<file path="src/rtl/uart_rx.sv">
// ---------------------------------------------------------------------------
// uart_rx
//   UART 8N1 receiver. Oversamples the serial line with the system clock,
//   finds the middle of each bit from the start-bit falling edge and
//   recovers bytes LSB-first. Good bytes leave as a one-cycle strobe plus
//   data; a low stop bit produces a one-cycle framing-error strobe and no
//   byte. After a framing error (or reset) the receiver waits for the line
//   to go high before looking for another start bit, so a held-low break is
//   never decoded as a stream of 0x00 bytes.
//
// Parameters
//   CLKS_PER_BIT  system clocks per UART bit (legal 4..65535)
//
// Ports
//   clk           system clock, rising edge
//   rst           synchronous, active-high reset
//   rx_serial     asynchronous serial line, idle high
//   rx_dv         1-cycle strobe: rx_byte holds a newly received good byte
//   rx_byte[7:0]  last good byte, bit 0 = first data bit on the line
//   rx_frame_err  1-cycle strobe: stop bit sampled low
//   rx_busy       high whenever the FSM is not in IDLE
// ---------------------------------------------------------------------------
module uart_rx #(
  parameter int CLKS_PER_BIT = 87
) (
  input  logic       clk,
  input  logic       rst,
  input  logic       rx_serial,
  output logic       rx_dv,
  output logic [7:0] rx_byte,
  output logic       rx_frame_err,
  output logic       rx_busy
);

  localparam int HALF_BIT = (CLKS_PER_BIT - 1) / 2;
  localparam int CNT_W    = $clog2(CLKS_PER_BIT);

  localparam logic [CNT_W-1:0] CNT_HALF = CNT_W'(HALF_BIT);
  localparam logic [CNT_W-1:0] CNT_LAST = CNT_W'(CLKS_PER_BIT - 1);

  typedef enum logic [2:0] {
    WAIT_HIGH,
    IDLE,
    START,
    DATA,
    STOP
  } state_t;

  state_t           state;
  state_t           state_nxt;
  logic [CNT_W-1:0] clk_cnt;
  logic [CNT_W-1:0] clk_cnt_nxt;
  logic [2:0]       bit_idx;
  logic [2:0]       bit_idx_nxt;
  logic [7:0]       shift;
  logic [7:0]       shift_nxt;
  logic [7:0]       byte_nxt;
  logic             dv_nxt;
  logic             ferr_nxt;

  logic             rx_meta;
  logic             rx_sync;

  // Two-flop synchroniser for the asynchronous line. Both flops reset to the
  // idle level so that reset itself never looks like a falling edge.
  always_ff @(posedge clk) begin
    if (rst) begin
      rx_meta <= 1'b1;
      rx_sync <= 1'b1;
    end else begin
      rx_meta <= rx_serial;
      rx_sync <= rx_meta;
    end
  end

  // State register plus all datapath registers. Every value is computed in
  // the next-state block below, so this block only loads or clears them.
  // The outputs are registered, which puts the strobes one cycle after the
  // stop-bit sample.
  always_ff @(posedge clk) begin
    if (rst) begin
      state        <= WAIT_HIGH;
      clk_cnt      <= '0;
      bit_idx      <= '0;
      shift        <= '0;
      rx_byte      <= '0;
      rx_dv        <= 1'b0;
      rx_frame_err <= 1'b0;
    end else begin
      state        <= state_nxt;
      clk_cnt      <= clk_cnt_nxt;
      bit_idx      <= bit_idx_nxt;
      shift        <= shift_nxt;
      rx_byte      <= byte_nxt;
      rx_dv        <= dv_nxt;
      rx_frame_err <= ferr_nxt;
    end
  end

  // Next-state and datapath logic. The start bit is checked half a bit after
  // the falling edge; from then on every sample lands one full bit later, so
  // data and stop bits are all taken near their midpoints. A start bit that
  // is high again at its midpoint is a glitch and is silently dropped.
  always_comb begin
    state_nxt   = state;
    clk_cnt_nxt = clk_cnt;
    bit_idx_nxt = bit_idx;
    shift_nxt   = shift;
    byte_nxt    = rx_byte;
    dv_nxt      = 1'b0;
    ferr_nxt    = 1'b0;

    case (state)
      WAIT_HIGH: begin
        clk_cnt_nxt = '0;
        if (rx_sync) begin
          state_nxt = IDLE;
        end
      end

      IDLE: begin
        clk_cnt_nxt = '0;
        if (!rx_sync) begin
          state_nxt = START;
        end
      end

      START: begin
        if (clk_cnt == CNT_HALF) begin
          clk_cnt_nxt = '0;
          bit_idx_nxt = '0;
          state_nxt   = rx_sync ? IDLE : DATA;
        end else begin
          clk_cnt_nxt = clk_cnt + 1'b1;
        end
      end

      DATA: begin
        if (clk_cnt == CNT_LAST) begin
          clk_cnt_nxt        = '0;
          shift_nxt[bit_idx] = rx_sync;
          bit_idx_nxt        = bit_idx + 3'd1;
          if (bit_idx == 3'd7) begin
            state_nxt = STOP;
          end
        end else begin
          clk_cnt_nxt = clk_cnt + 1'b1;
        end
      end

      STOP: begin
        if (clk_cnt == CNT_LAST) begin
          clk_cnt_nxt = '0;
          if (rx_sync) begin
            byte_nxt  = shift;
            dv_nxt    = 1'b1;
            state_nxt = IDLE;
          end else begin
            // A low stop bit may be the start of a break; wait for the line
            // to recover before hunting for the next start bit.
            ferr_nxt  = 1'b1;
            state_nxt = WAIT_HIGH;
          end
        end else begin
          clk_cnt_nxt = clk_cnt + 1'b1;
        end
      end

      default: begin
        state_nxt = WAIT_HIGH;
      end
    endcase
  end

  assign rx_busy = (state != IDLE);

endmodule

</file>
<file path="config.mk">
export PLATFORM = sky130hd
export DESIGN_NAME = uart_rx
export DESIGN_NICKNAME = d
export VERILOG_FILES = /design/src/rtl/uart_rx.sv
export SDC_FILE = /design/constraint.sdc
export NUM_CORES = 1
export LEC_CHECK = 0
export CELL_PAD_IN_SITES_DETAIL_PLACEMENT = 1
export CELL_PAD_IN_SITES_GLOBAL_PLACEMENT = 2
export CORE_MARGIN = 2
export CORE_UTILIZATION = 30
export CTS_CLUSTER_DIAMETER = 200
export DETAILED_ROUTE_END_ITERATION = 7
export GPL_TIMING_DRIVEN = 0
export PLACE_DENSITY_LB_ADDON = 0.1
export SETUP_SLACK_MARGIN = 0.2
export SLEW_MARGIN = 10
export SYNTH_ARGS = -nofsm -noshare
export SYNTH_HDL_FRONTEND = slang
export SYNTH_SLANG_ARGS = --single-unit
</file>
<file path="constraint.sdc">
create_clock -name clk -period 2.6 [get_ports clk]
set_clock_uncertainty 0.15 [all_clocks]
set_input_delay 0.52 -clock clk [delete_from_list [all_inputs] [get_ports clk]]
set_output_delay 0.52 -clock clk [all_outputs]
set_load 0.02 [all_outputs]
</file>
; After elaboration in Yosys (flattened, before gate mapping)
; Cells that the tools add are included.
[op_classes]
n_addsub = 2
n_lt_le_gt_ge = 2
n_eq_ne = 14
muxes = 20
bitwise = 2
reduce_logical = 11
[ops]
columns = operator, n
row1 = $mux 3, 8
row2 = $pmux 7 s3, 1
row3 = $pmux 3 s5, 1
row4 = $mux 7, 2
row5 = $ne 2x2->1 const B, 6
row6 = $bwmux 8, 1
row7 = $add 7x1->7 const B, 1
row8 = $eq 7x6->1 const B, 1
row9 = $eq 7x7->1 const B, 1
row10 = $eq 3x2->1 const B, 2
row11 = $eq 3x3->1 const B, 2
row12 = $pmux 3 s2, 1
row13 = $reduce_and 3->1, 2
row14 = $reduce_and 6->1, 1
row15 = $lt 3x4->1 const B, 1
row16 = $mux 1, 4
row17 = $reduce_or 2->1, 2
row18 = $add 3x1->3 const B, 1
row19 = $demux 1 s3, 1
row20 = $eq 3x1->1 const B, 1
row21 = $ge 3x1->1 const B, 1
row22 = $logic_not 3->1, 1
row23 = $ne 3x1->1 const B, 1
row24 = $reduce_bool 3->1, 1
row25 = 6 further kinds, 7
[totals]
register_bits = 33
inputBits = 3
output_inout_bits = 11

; Longest topological paths before layout
[logic_depth]
word_depth = 5
ltp_mapped = 7
ltp_nobuf = 7

; Worst setup path before layout
; OpenSTA, ideal clock, no wires.
[synth_path]
kind = reg-to-reg
startpoint = register clk_cnt[0]
endpoint = register state[1]
setup_ns = 0.096
arrival_ns = 1.549
required_ns = 2.354
path_slack_ns = 0.806
stages_incl_launch_ff = 7
n_path_buf = 0
synth_period_minus_slack_ns = 1.794
path_cell_list = dfxtp_1 ha_1 and4b_1 a311oi_1 a211oi_2 a211o_2 o41ai_2
[synth_between]
elab_chain_len = 3
elab_cells_between_ends = 6
cone_classes = 5 x eq/ne / 1 x reduce/logical
[synth_lines]
columns = item, line
row1 = "start, declared", 51  ; logic [CNT_W-1:0] clk_cnt;
row2 = "start signal, assigned", 91  ; clk_cnt <= clk_cnt_nxt;
row3 = $eq 7x7->1 or $eq 7x6->1 (tied branches), "139, 152, 129"
row4 = $ne 2x2->1 (no source line), -
row5 = $reduce_and 6->1 (no source line) *, -
row6 = "end signal, assigned", 90  ; state <= state_nxt;
row7 = "end, declared", 49  ; state_t state;
; Every way passes the cells marked *; elsewhere a longest branch is shown, timed or not.
; A chain may end at the register's enable or synchronous reset.

; Final worst setup path
[layout_path]
startpoint = register clk_cnt[1]
endpoint = register state[1]
; Same word-level chain as after synthesis.

==> metrics.md <==
| Metric | Value |
|---|---|
| Hold slack final | `262 ps` |
| #FFs+latches synth | `33` |
| Starting density of the core | `0.307` |
| DIE WIDTH | `75.9 um` |
| Max cap viols | `0` |
| Hpwl dp | `2700 um` |
| Remaining Overflow, GRT | `0` |
| Post-route setup TNS | `0 ps` |
| CP bufs+invs | `0` |
| Async set-reset flop share out of synthesis | `0` |
| Final Instance Area | `1890 um^2` |
| Total GRT Usage | `0.139` |
| Worst Tran Pin Value | `619 ps` |
| Mean number of vias per cell | `4.85` |
| Max-slew headroom at the worst pin | `0.587` |
| Lkg Pwr | `0.759 nW` |
| XOR/XNOR Fraction of Synth Area | `0.0339` |
| Ys flop type | `dfxtp_1` |
| Outcome | `complete, no violations` |
| Worst skew pair latency | `280 ps` |
| Seq/Total Area, Yosys | `0.426` |
| Hold/Removal Path Class | `flip-flop to flip-flop` |
| Critical Path Start Type | `flip-flop` |
| Mux contribution to synthesized area | `0.116` |
| Syn_nets | `177` |
| Worst-path cell chain | `ha_1, and4b_1, a311oi_1, a211oi_2, nand2_2, o41ai_2` |
| Synth warn | `0` |
| FP Rows | `26` |
| Residual DRC | `0` |
| CTS Buf Count | `5` |
| CTS tree | `yes` |
| Port Buf Inserts | `13` |
| Clk buf depth | `2` |
| Starting DRT DRC Count | `60` |
| Core area | `5040 um^2` |
| Unrepaired setup endpoints after global routing | `false` |
| Clk slew on worst S/H paths | `70 ps` |
| DRT Pass-1 Iters | `4` |
| Number of fill cells in the layout | `590` |
| Max-slew violations | `0` |
| Synth cell types | `42` |
| Initial antenna violation count | `0` |
| Area Growth Syn to Fin | `21.8%` |
| Min Tclk post-route | `2030 ps` |
| Post-CTS Setup Inserts | `0` |
| Fmax | `0.493 GHz` |
| Syn Inst Count | `170` |
| Top delay family on crit path | `compound AO/OA/AOI/OAI gates` |
| First-pass GRT wire length | `5980 um` |
| Largest family of logic cells by synthesized area | `simple AND/OR/NAND/NOR gates` |
| Pwr Density | `734 nW/um^2` |
| Final Setup Violations | `0` |
| Largest net degree at the start of global routing | `11` |
| CP max-delay cell | `dfxtp_1` |
| Share of cells above drive strength 1 | `0.110` |
| Placer Congestion | `0.784` |
| Slowest stage delay, CP | `410 ps` |
| Final count of hold timing violations | `0` |
| Die ar. | `5760 um^2` |
| Final wirelength | `3690 um` |
| CP Data Arrival Time | `2060 ps` |
| Routed wire per std cell | `14.1 um` |
| Post-Synth Adder-Cell Area | `0.0323` |
| # H-tree levels | `2` |
| VDD IR-drop max | `0.230 mV` |
| Final-stage net count | `197` |
| Vias in the first global route | `1,195` |
| Root Driver | `clkbuf_8` |
| Fin crit share | `0.780` |
| Routed Antenna Nets | `0` |
| Mean post-synth cell area | `9.12 um^2` |
| Synth Cell Area | `1550 um^2` |
| Complex-gate fraction of the synthesized area | `0.0928` |
| DR vias | `1,265` |
| CP endpoint kind | `flip-flop` |
| Synth Area in Simple Gates | `0.267` |
| Clock Sinks | `33` |
| Setup WS post-layout | `571 ps` |
| DP Worst Slack | `482 ps` |
| Post-synth EDFFs | `0` |
| CP Max Fanout | `5` |
| Die Y | `75.9 um` |
| Worst path required time | `2630 ps` |
| Critical path class | `flip-flop to flip-flop` |
| Placed Instance Area | `1770 um^2` |
| I/O Pins | `14` |
| # diodes | `0` |
## report_power, final
| part | internal (mW) | total [mW] | switching [mW] |
|---|---|---|---|
| clock | 0.313 | 0.502 | 0.190 |
| sequential | 0.532 | 0.554 | 0.0215 |
| combinational | 0.122 | 0.329 | 0.207 |
| total | 0.967 | 1.39 | 0.418 |
## through the flow
step,cells,utilization,power [mW]
6_report,261,0.374,1.39
5_1_grt,261,0.374,1.46
4_1_cts,261,0.374,1.40
3_5_place_dp,253,0.351,0.894
3_3_place_gp,253,0.351,0.884
2_1_floorplan,170,-,0.805
## logic make-up (layout without fill, tap and decap cells)
kind of cell	after synthesis	in the layout
xor+xnor	6	6
buf+inv	12	33
simple gates	78	78
compound gates	19	19
flops	33	33
fa+ha+maj	4	4
mux	18	18
## layer usage
| metal | track usage | wire [um] | vias to the layer above |
|---|---|---|---|
| met2 | 0.221 | 1770 | 16 |
| met1 | 0.183 | 1790 | 612 |
| met5 | 0 | 0 | - |
| met4 | 0.0546 | 38 | 0 |
| met3 | 0.0317 | 92 | 4 |
| li1 | - | - | 633 |
## area by class of cell
class,instances,area (um^2),area share
plain buffers,9,38.8,0.0205
flip-flops and latches,33,661,0.350
repair buffers,13,133,0.0702
clock inverters,1,30.0,0.0159
multi-input cells,125,841,0.445
well taps,70,87.6,0.0464
inverters,3,11.3,0.00596
clock buffers,7,86.3,0.0457
## state kept, by name, summed over array words and instances, names as in the netlist
| name | cells |
|---|---|
| rx_byte | 8 |
| shift | 8 |
| clk_cnt | 7 |
| bit_idx | 3 |
| state | 3 |
| rx_dv | 1 |
| rx_frame_err | 1 |
| rx_meta | 1 |
| rx_sync | 1 |
## cell usage after synthesis (2+ instances only)
cell / number / area share
nor2_1: 33 / 0.080
nand2_1: 8 / 0.019
clkbuf_1: 6 / 0.015
or2_2: 2 / 0.0081
xor2_1: 3 / 0.017
and3b_1: 2 / 0.011
nand2_2: 2 / 0.0081
nor3_1: 3 / 0.0097
xnor2_1: 3 / 0.017
o21ai_0: 4 / 0.013
ha_1: 4 / 0.032
dfxtp_1: 33 / 0.43
buf_2: 3 / 0.0097
nand3_1: 5 / 0.016
nor2b_1: 2 / 0.0081
and2_1: 2 / 0.0081
nand4_1: 2 / 0.0081
mux2i_1: 18 / 0.12
inv_1: 3 / 0.0073
nand2b_1: 2 / 0.0081
nand3b_1: 4 / 0.019
a21oi_1: 5 / 0.016
nor3b_1: 2 / 0.0097
## repair_timing
item	4_1_cts	5_1_grt
hold buffers	0	0
setup endpoints to repair	1	1
gates resized for setup	1	1
## final timing paths
| path | startpoint | end | slack, ps | cells past startpoint |
|---|---|---|---|---|
| worst max-delay path | clk_cnt[1] | state[1] | 570 | 6 |
| worst min-delay path | rx_meta | rx_sync | 260 | 1 |
| worst max register to register | clk_cnt[1] | state[1] | 570 | 6 |
| worst min register to register | rx_meta | rx_sync | 260 | 1 |
## cells in the final DEF, fill, tap and decap left out, types with 3 or more instances in the layout
cell type	count
dfxtp_1	33
a21oi_1	5
nand3b_1	4
buf_2	3
nand2_1	8
nor3_1	3
xor2_1	3
o21ai_0	4
clkdlybuf4s50_1	12
clkbuf_8	6
mux2i_1	18
xnor2_1	3
nor2_1	33
nand3_1	5
inv_1	3
ha_1	4
clkbuf_1	6
Note: power is estimated with default switching activity, not from simulation.
